--- config.mk ---
export PLATFORM = sky130hd
export DESIGN_NAME = tinyodin_obi_arbiter
export DESIGN_NICKNAME = d
export VERILOG_FILES = /design/src/rtl/obi_pkg.sv /design/src/rtl/tinyodin_obi_arbiter_pkg.sv /design/src/rtl/tinyodin_id_fifo.sv /design/src/rtl/tinyodin_obi_arbiter.sv
export SDC_FILE = /design/constraint.sdc
export NUM_CORES = 1
export LEC_CHECK = 0
export BUFFER_PORTS_ARGS = -buffer_cell sky130_fd_sc_hd__buf_2
export CAP_MARGIN = 10
export CORE_AREA = 2 2 121 123
export CTS_BUF_LIST = sky130_fd_sc_hd__clkbuf_4 sky130_fd_sc_hd__clkbuf_8 sky130_fd_sc_hd__clkbuf_16
export DETAILED_ROUTE_END_ITERATION = 7
export DIE_AREA = 0 0 123 125
export GPL_ROUTABILITY_DRIVEN = 0
export HOLD_SLACK_MARGIN = 0.1
export PLACE_DENSITY = 0.51
export SLEW_MARGIN = 20
export SYNTH_ARGS = -nofsm -noshare
export SYNTH_HDL_FRONTEND = slang
export SYNTH_SLANG_ARGS = --single-unit
--- constraint.sdc ---
create_clock -name CLK -period 2.61 [get_ports CLK]
set_input_delay 0.261 -clock CLK [delete_from_list [all_inputs] [get_ports CLK]]
set_output_delay 0.261 -clock CLK [all_outputs]
set_load 0.01 [all_outputs]
--- src/rtl/obi_pkg.sv ---
// OBI request/response payloads shared by the tinyODIN bus fabric.
package obi_pkg;

    localparam int unsigned OBI_ADDR_W = 32;
    localparam int unsigned OBI_DATA_W = 32;
    localparam int unsigned OBI_BE_W   = OBI_DATA_W / 8;

    typedef struct packed {
        logic                  req;
        logic                  we;
        logic [OBI_BE_W-1:0]   be;
        logic [OBI_ADDR_W-1:0] addr;
        logic [OBI_DATA_W-1:0] wdata;
    } obi_req_t;

    typedef struct packed {
        logic                  gnt;
        logic                  rvalid;
        logic [OBI_DATA_W-1:0] rdata;
    } obi_rsp_t;

endpackage

--- src/rtl/tinyodin_obi_arbiter_pkg.sv ---
// Master identifiers and in-flight queue sizing for the tinyODIN OBI arbiter.
package tinyodin_obi_arbiter_pkg;

    typedef logic mst_id_t;

    localparam mst_id_t MST_CPU = 1'b0;
    localparam mst_id_t MST_DMA = 1'b1;

    localparam int unsigned MAX_OUTSTANDING_MIN = 1;
    localparam int unsigned MAX_OUTSTANDING_MAX = 4;

    // Queue storage is always sized for the largest legal depth.
    localparam int unsigned FIFO_PTR_W = $clog2(MAX_OUTSTANDING_MAX);
    localparam int unsigned FIFO_CNT_W = $clog2(MAX_OUTSTANDING_MAX + 1);

endpackage

--- src/rtl/tinyodin_id_fifo.sv ---
// In-flight master-ID queue: synchronous push/pop with full/empty/count.
module tinyodin_id_fifo
    import tinyodin_obi_arbiter_pkg::*;
#(
    parameter int unsigned DEPTH = 2
) (
    input  logic                  clk,
    input  logic                  rst_n,
    input  logic                  push_i,
    input  logic                  pop_i,
    input  mst_id_t               id_i,
    output mst_id_t               id_o,
    output logic                  full_o,
    output logic                  empty_o,
    output logic [FIFO_CNT_W-1:0] count_o
);

    logic [FIFO_PTR_W-1:0] wr_ptr_q, wr_ptr_d;
    logic [FIFO_PTR_W-1:0] rd_ptr_q, rd_ptr_d;
    logic [FIFO_CNT_W-1:0] count_q, count_d;
    mst_id_t               mem_q [MAX_OUTSTANDING_MAX];
    mst_id_t               mem_d [MAX_OUTSTANDING_MAX];
    logic                  full, empty, do_push, do_pop;

    function automatic logic [FIFO_PTR_W-1:0] ptr_next(input logic [FIFO_PTR_W-1:0] p);
        return (p == FIFO_PTR_W'(DEPTH - 1)) ? '0 : p + FIFO_PTR_W'(1);
    endfunction

    assign full    = (count_q == FIFO_CNT_W'(DEPTH));
    assign empty   = (count_q == '0);
    assign do_push = push_i & ~full;
    assign do_pop  = pop_i & ~empty;

    always_comb begin
        wr_ptr_d = wr_ptr_q;
        rd_ptr_d = rd_ptr_q;
        count_d  = count_q;
        mem_d    = mem_q;
        if (do_push) begin
            mem_d[wr_ptr_q] = id_i;
            wr_ptr_d        = ptr_next(wr_ptr_q);
        end
        if (do_pop) begin
            rd_ptr_d = ptr_next(rd_ptr_q);
        end
        case ({do_push, do_pop})
            2'b10:   count_d = count_q + FIFO_CNT_W'(1);
            2'b01:   count_d = count_q - FIFO_CNT_W'(1);
            default: count_d = count_q;
        endcase
    end

    always_ff @(posedge clk or negedge rst_n) begin
        if (!rst_n) begin
            wr_ptr_q <= '0;
            rd_ptr_q <= '0;
            count_q  <= '0;
            for (int i = 0; i < int'(MAX_OUTSTANDING_MAX); i++) begin
                mem_q[i] <= MST_CPU;
            end
        end else begin
            wr_ptr_q <= wr_ptr_d;
            rd_ptr_q <= rd_ptr_d;
            count_q  <= count_d;
            mem_q    <= mem_d;
        end
    end

    assign id_o    = mem_q[rd_ptr_q];
    assign full_o  = full;
    assign empty_o = empty;
    assign count_o = count_q;

endmodule

--- src/rtl/tinyodin_obi_arbiter.sv ---
// Two-master round-robin OBI arbiter in front of the tinyODIN slave port, zero-latency routing.
module tinyodin_obi_arbiter
    import tinyodin_obi_arbiter_pkg::*;
#(
    parameter type         req_t           = obi_pkg::obi_req_t,
    parameter type         rsp_t           = obi_pkg::obi_rsp_t,
    parameter int unsigned MAX_OUTSTANDING = 2
) (
    input  logic CLK,
    input  logic RSTN,
    input  req_t m0_req_i,
    output rsp_t m0_resp_o,
    input  req_t m1_req_i,
    output rsp_t m1_resp_o,
    output req_t slv_req_o,
    input  rsp_t slv_resp_i,
    output logic busy_o,
    output logic err_o
);

    mst_id_t               prio_q, prio_d;
    logic                  lock_q, lock_d;
    mst_id_t               lock_id_q, lock_id_d;
    logic                  err_q, err_d;

    logic [1:0]            req_vec;
    logic                  sel_valid;
    mst_id_t               sel_id;
    logic                  issue, accept, rsp_valid;
    logic                  fifo_full, fifo_empty;
    mst_id_t               fifo_head;
    logic [FIFO_CNT_W-1:0] fifo_count;

    // A held lock keeps a stalled master on the bus until its request is taken.
    always_comb begin
        req_vec   = {m1_req_i.req, m0_req_i.req} & {2{RSTN}};
        sel_valid = 1'b0;
        sel_id    = prio_q;
        if (lock_q && req_vec[lock_id_q]) begin
            sel_valid = 1'b1;
            sel_id    = lock_id_q;
        end else if (req_vec[0] && req_vec[1]) begin
            sel_valid = 1'b1;
            sel_id    = prio_q;
        end else if (req_vec[0]) begin
            sel_valid = 1'b1;
            sel_id    = MST_CPU;
        end else if (req_vec[1]) begin
            sel_valid = 1'b1;
            sel_id    = MST_DMA;
        end
    end

    assign issue     = sel_valid & ~fifo_full;
    assign accept    = issue & slv_resp_i.gnt;
    assign rsp_valid = slv_resp_i.rvalid & ~fifo_empty & RSTN;

    always_comb begin
        slv_req_o = '0;
        m0_resp_o = '0;
        m1_resp_o = '0;
        if (issue) begin
            slv_req_o = (sel_id == MST_DMA) ? m1_req_i : m0_req_i;
        end
        m0_resp_o.gnt = accept & (sel_id == MST_CPU);
        m1_resp_o.gnt = accept & (sel_id == MST_DMA);
        if (rsp_valid) begin
            if (fifo_head == MST_DMA) begin
                m1_resp_o.rvalid = 1'b1;
                m1_resp_o.rdata  = slv_resp_i.rdata;
            end else begin
                m0_resp_o.rvalid = 1'b1;
                m0_resp_o.rdata  = slv_resp_i.rdata;
            end
        end
    end

    always_comb begin
        prio_d    = accept ? ~sel_id : prio_q;
        lock_d    = sel_valid & ~accept;
        lock_id_d = sel_id;
        err_d     = err_q | (slv_resp_i.rvalid & fifo_empty);
    end

    always_ff @(posedge CLK or negedge RSTN) begin
        if (!RSTN) begin
            prio_q    <= MST_CPU;
            lock_q    <= 1'b0;
            lock_id_q <= MST_CPU;
            err_q     <= 1'b0;
        end else begin
            prio_q    <= prio_d;
            lock_q    <= lock_d;
            lock_id_q <= lock_id_d;
            err_q     <= err_d;
        end
    end

    tinyodin_id_fifo #(
        .DEPTH (MAX_OUTSTANDING)
    ) u_id_fifo (
        .clk     (CLK),
        .rst_n   (RSTN),
        .push_i  (accept),
        .pop_i   (rsp_valid),
        .id_i    (sel_id),
        .id_o    (fifo_head),
        .full_o  (fifo_full),
        .empty_o (fifo_empty),
        .count_o (fifo_count)
    );

    assign busy_o = (fifo_count != '0);
    assign err_o  = err_q;

endmodule

==> metrics.md <==
| Metric | Value |
|---|---|
| DR vias/cell | `4.47` |
| Vias in the first global route | `~3600` |
| Fin. Hold Viols | `0` |
| R2r endpoint | `u_id_fifo.count_o[2]$_DFFE_PN0P_` |
| Combinational Power Share | `between 70 and 80%` |
| Antenna diodes | `0` |
| Final Setup Violations | `0` |
| First-pass GRT wire length | `between 15 and 20 mm` |
| Setup ws final | `0.169 ns` |
| Clock transition at path regs | `0.05 ns` |
| Final std cells w/o fill | `a little under 900` |
| PD cells | `677 nW/um^2` |
| Post-DP HPWL | `9.64 mm` |
| Hold crit path type | `primary input to register` |
| Layout Utilization | `between 20 and 30%` |
| Slew Viols, Final | `0` |
| R2r worst-path depth | `8` |
| WHS | `approximately 0.26 ns` |
| DIE HEIGHT | `125 microns` |
| Maximum root-to-sink buffer count | `2` |
| CTS Sinks | `15` |
| Slew @ Worst Pin | `between 0.7 and 0.8 ns` |
| F_max | `approximately 400 MHz` |
| Die W | `around 120 microns` |
| Initial DRC Count | `130` |
| Clk root buf | `clkbuf_16` |
| Share of cells above drive strength 1 | `around 49%` |
| Sequential fraction of the synthesis area | `16.2%` |
| WHS Path Cells | `2` |
| GRT Util Overall | `between 10 and 15%` |
| Post-detailed-route count of antenna-violating nets | `0` |
| Period utilisation layout | `between 90 and 100%` |
| Final WL | `12.3 mm` |
| Most used routing layer | `met2` |
| Setup slack at placement | `slightly below 0.5 ns` |
| Placed Cells incl. Taps | `slightly below 900` |
| Critical setup path kind | `primary input to primary output` |
| Sw Pwr | `approximately 1.5 mW` |
| Cell leakage power | `about 2.3 nW` |
| CP Capture Type | `primary output` |
| Wirelength per Cell | `about 14 microns` |
| Max Cap Viol | `0` |
| Detailed Routing Iterations Pass 1 | `6` |
| Area grow syn2layout | `79.3%` |
| Crit Reg-Reg Startpoint | `u_id_fifo.count_o[0]$_DFFE_PN0P_` |
| Met1 Track Usage GR | `17.7%` |
| Worst EP arrival | `about 2.2 ns` |
| Startpoint types | `primary input` |
| Worst hold endpoint | `u_id_fifo.wr_ptr_q[1]$_DFFE_PN0P_` |
| Initial antenna violation count | `0` |
| Gr ovfl total | `0` |
| Routed via count | `~3900` |
| Setup_tns | `0 ns` |
| EDFF count, synth | `0` |
| Mean Syn Cell Area | `between 5 and 6 sq um` |
| H-tree levels | `1` |
| Setup repair bufs after CTS | `0` |
| GRT met3 Usage | `between 3 and 4%` |
| Unrepaired setup endpoints after global routing | `no` |
| Reg power frac | `14.3%` |
| CTS tree | `done` |
| Met2 Use GR | `26.7%` |
| Main flop type after synthesis | `dfrtp_1` |
| Internal | `approximately 1.3 mW` |
| Clock Latency Late Sink | `0.24 ns` |
| CP Max Fanout | `36` |
| Cells after Synth | `roughly 420` |
| Net Count, Synth | `597` |
| #FFs+latches synth | `15` |
| Required time of the worst setup path | `~2.4 ns` |
| Starting Density | `between 10% and 20%` |
| Final clock skew | `roughly 0.0016 ns` |
| R2R setup slack | `approximately 0.50 ns` |
| Core footprint | `around 14000 sq um` |
| DRC viols | `0` |
| Outcome | `finished, final reports clean` |
| Row cnt | `between 40 and 50` |
| Mapped Area | `~2300 sq um` |
| Largest net degree at the start of global routing | `70` |
| Synth warn | `0` |
| Port-buffer cells | `between 300 and 400` |
| Die area | `around 15000 sq um` |
| Max-slew headroom | `about half` |
| Final min period | `~2.4 ns` |
| Clock Power Share | `10.9%` |
| Sw Share | `54.4%` |
| Post-synth cell types | `33` |
| Hold_sp | `slv_resp_i[33]` |
| VDD IR-drop max | `0.000385 V` |
| Total Nets Final | `roughly 900` |
| FFs w/ async S/R, synth | `100%` |
| CTS Buf Count | `3` |
| # IOs | `316` |
==> per-stage QoR <==
stage	power, mW	cell area [sq um]
final	2.82	4160
after global routing	3.10	4160
after CTS	2.85	4150
after detailed placement	2.54	4060
after global placement	2.55	4060
after floorplan	1.67	2320
==> routing by layer <==
layer,vias to the layer above,wire (microns)
li1,2008,-
met1,1710,4970
met5,-,0
met4,0,178
met3,10,1130
met2,221,6000
==> timing repair <==
item                                    4_1_cts  5_1_grt
hold endpoints to repair                     15        0
resized for setup                             0        1
endpoints found under the setup margin        0       14
hold buffers                                  1        0
==> power groups by stage <==
stage | Clock [mW] | Sequential (mW) | Combinational (mW)
after detailed placement | 0 | 0.407 | 2.13
after global placement | 0 | 0.410 | 2.14
final | 0.307 | 0.402 | 2.11
after CTS | 0.317 | 0.404 | 2.13
after global routing | 0.329 | 0.417 | 2.36
after floorplan | 0 | 0.387 | 1.28
==> cells by family (layout without fill, tap and decap cells) <==
group           after synthesis  after routing  share of synthesized area (%)
xor+xnor                      5              5                           1.89
fa+ha+maj                     2              2                           1.40
flops                        15             15                           16.2
simple gates                254            254                           49.8
compound gates               81             81                           18.2
mux                           6              6                           2.97
buf+inv                      56            337                           9.49
==> how the worst max path moves through the flow <==
stage                                        to  cells after the start                               from
3_3_place_gp                      m1_resp_o[32]                      4  u_id_fifo.rd_ptr_q[1]$_DFFE_PN0P_
5_1_grt                           m0_resp_o[18]                      8                               RSTN
6_report                          m0_resp_o[18]                      8                               RSTN
4_1_cts                           m0_resp_o[18]                      8                               RSTN
2_1_floorplan  u_id_fifo.count_o[2]$_DFFE_PN0P_                     10   u_id_fifo.count_o[2]$_DFFE_PN0P_
3_5_place_dp   u_id_fifo.count_o[2]$_DFFE_PN0P_                      8   u_id_fifo.count_o[0]$_DFFE_PN0P_
==> layout by cell type, fill, tap and decap left out, types with 3 or more instances in the layout <==
cell	netlist	final
buf_2	5	315
nor2_1	68	67
inv_1	6	5
xor2_1	3	3
nand4_1	70	70
mux2_2	3	3
nand2_1	106	106
o21ai_0	71	71
dfrtp_1	15	15
buf_12	0	3
buf_4	1	7
clkbuf_16	0	3
==> worst max-delay path: stages <==
cell and delay [ns]:
buf_2 0.13, dlygate4sd3_1 0.58, buf_4 0.25, and3_1 0.25, buf_6 0.28, nand2_1 0.16
nor2_1 0.12, buf_2 0.14
==> sequential cells by signal (all words and copies together) (netlist names) <==
| name | flops |
|---|---|
| err_o | 1 |
| lock_id_q | 1 |
| lock_q | 1 |
| prio_q | 1 |
| u_id_fifo.count_o | 3 |
| u_id_fifo.mem_q | 4 |
| u_id_fifo.rd_ptr_q | 2 |
| u_id_fifo.wr_ptr_q | 2 |
==> cell usage after synthesis (all sizes together) (3+ instances only) <==
master	count	area share, %
nor2	68	11
o21ai	73	16
clkbuf	40	6.5
inv	6	0.97
nand4	70	19
buf	10	2.0
dfrtp	15	16
mux2	4	2.1
nand2	106	17
xor2	3	1.1
==> area by class of cell <==
type                       count  area, sq um
sequential                    15          375
multi-input combinational    348         1740
inverter                       6         22.5
clock buffer                   4         82.6
tap                          184          230
fill                        1618        10000
timing repair buffer         327         1710
(Power assumes the default switching activity.)
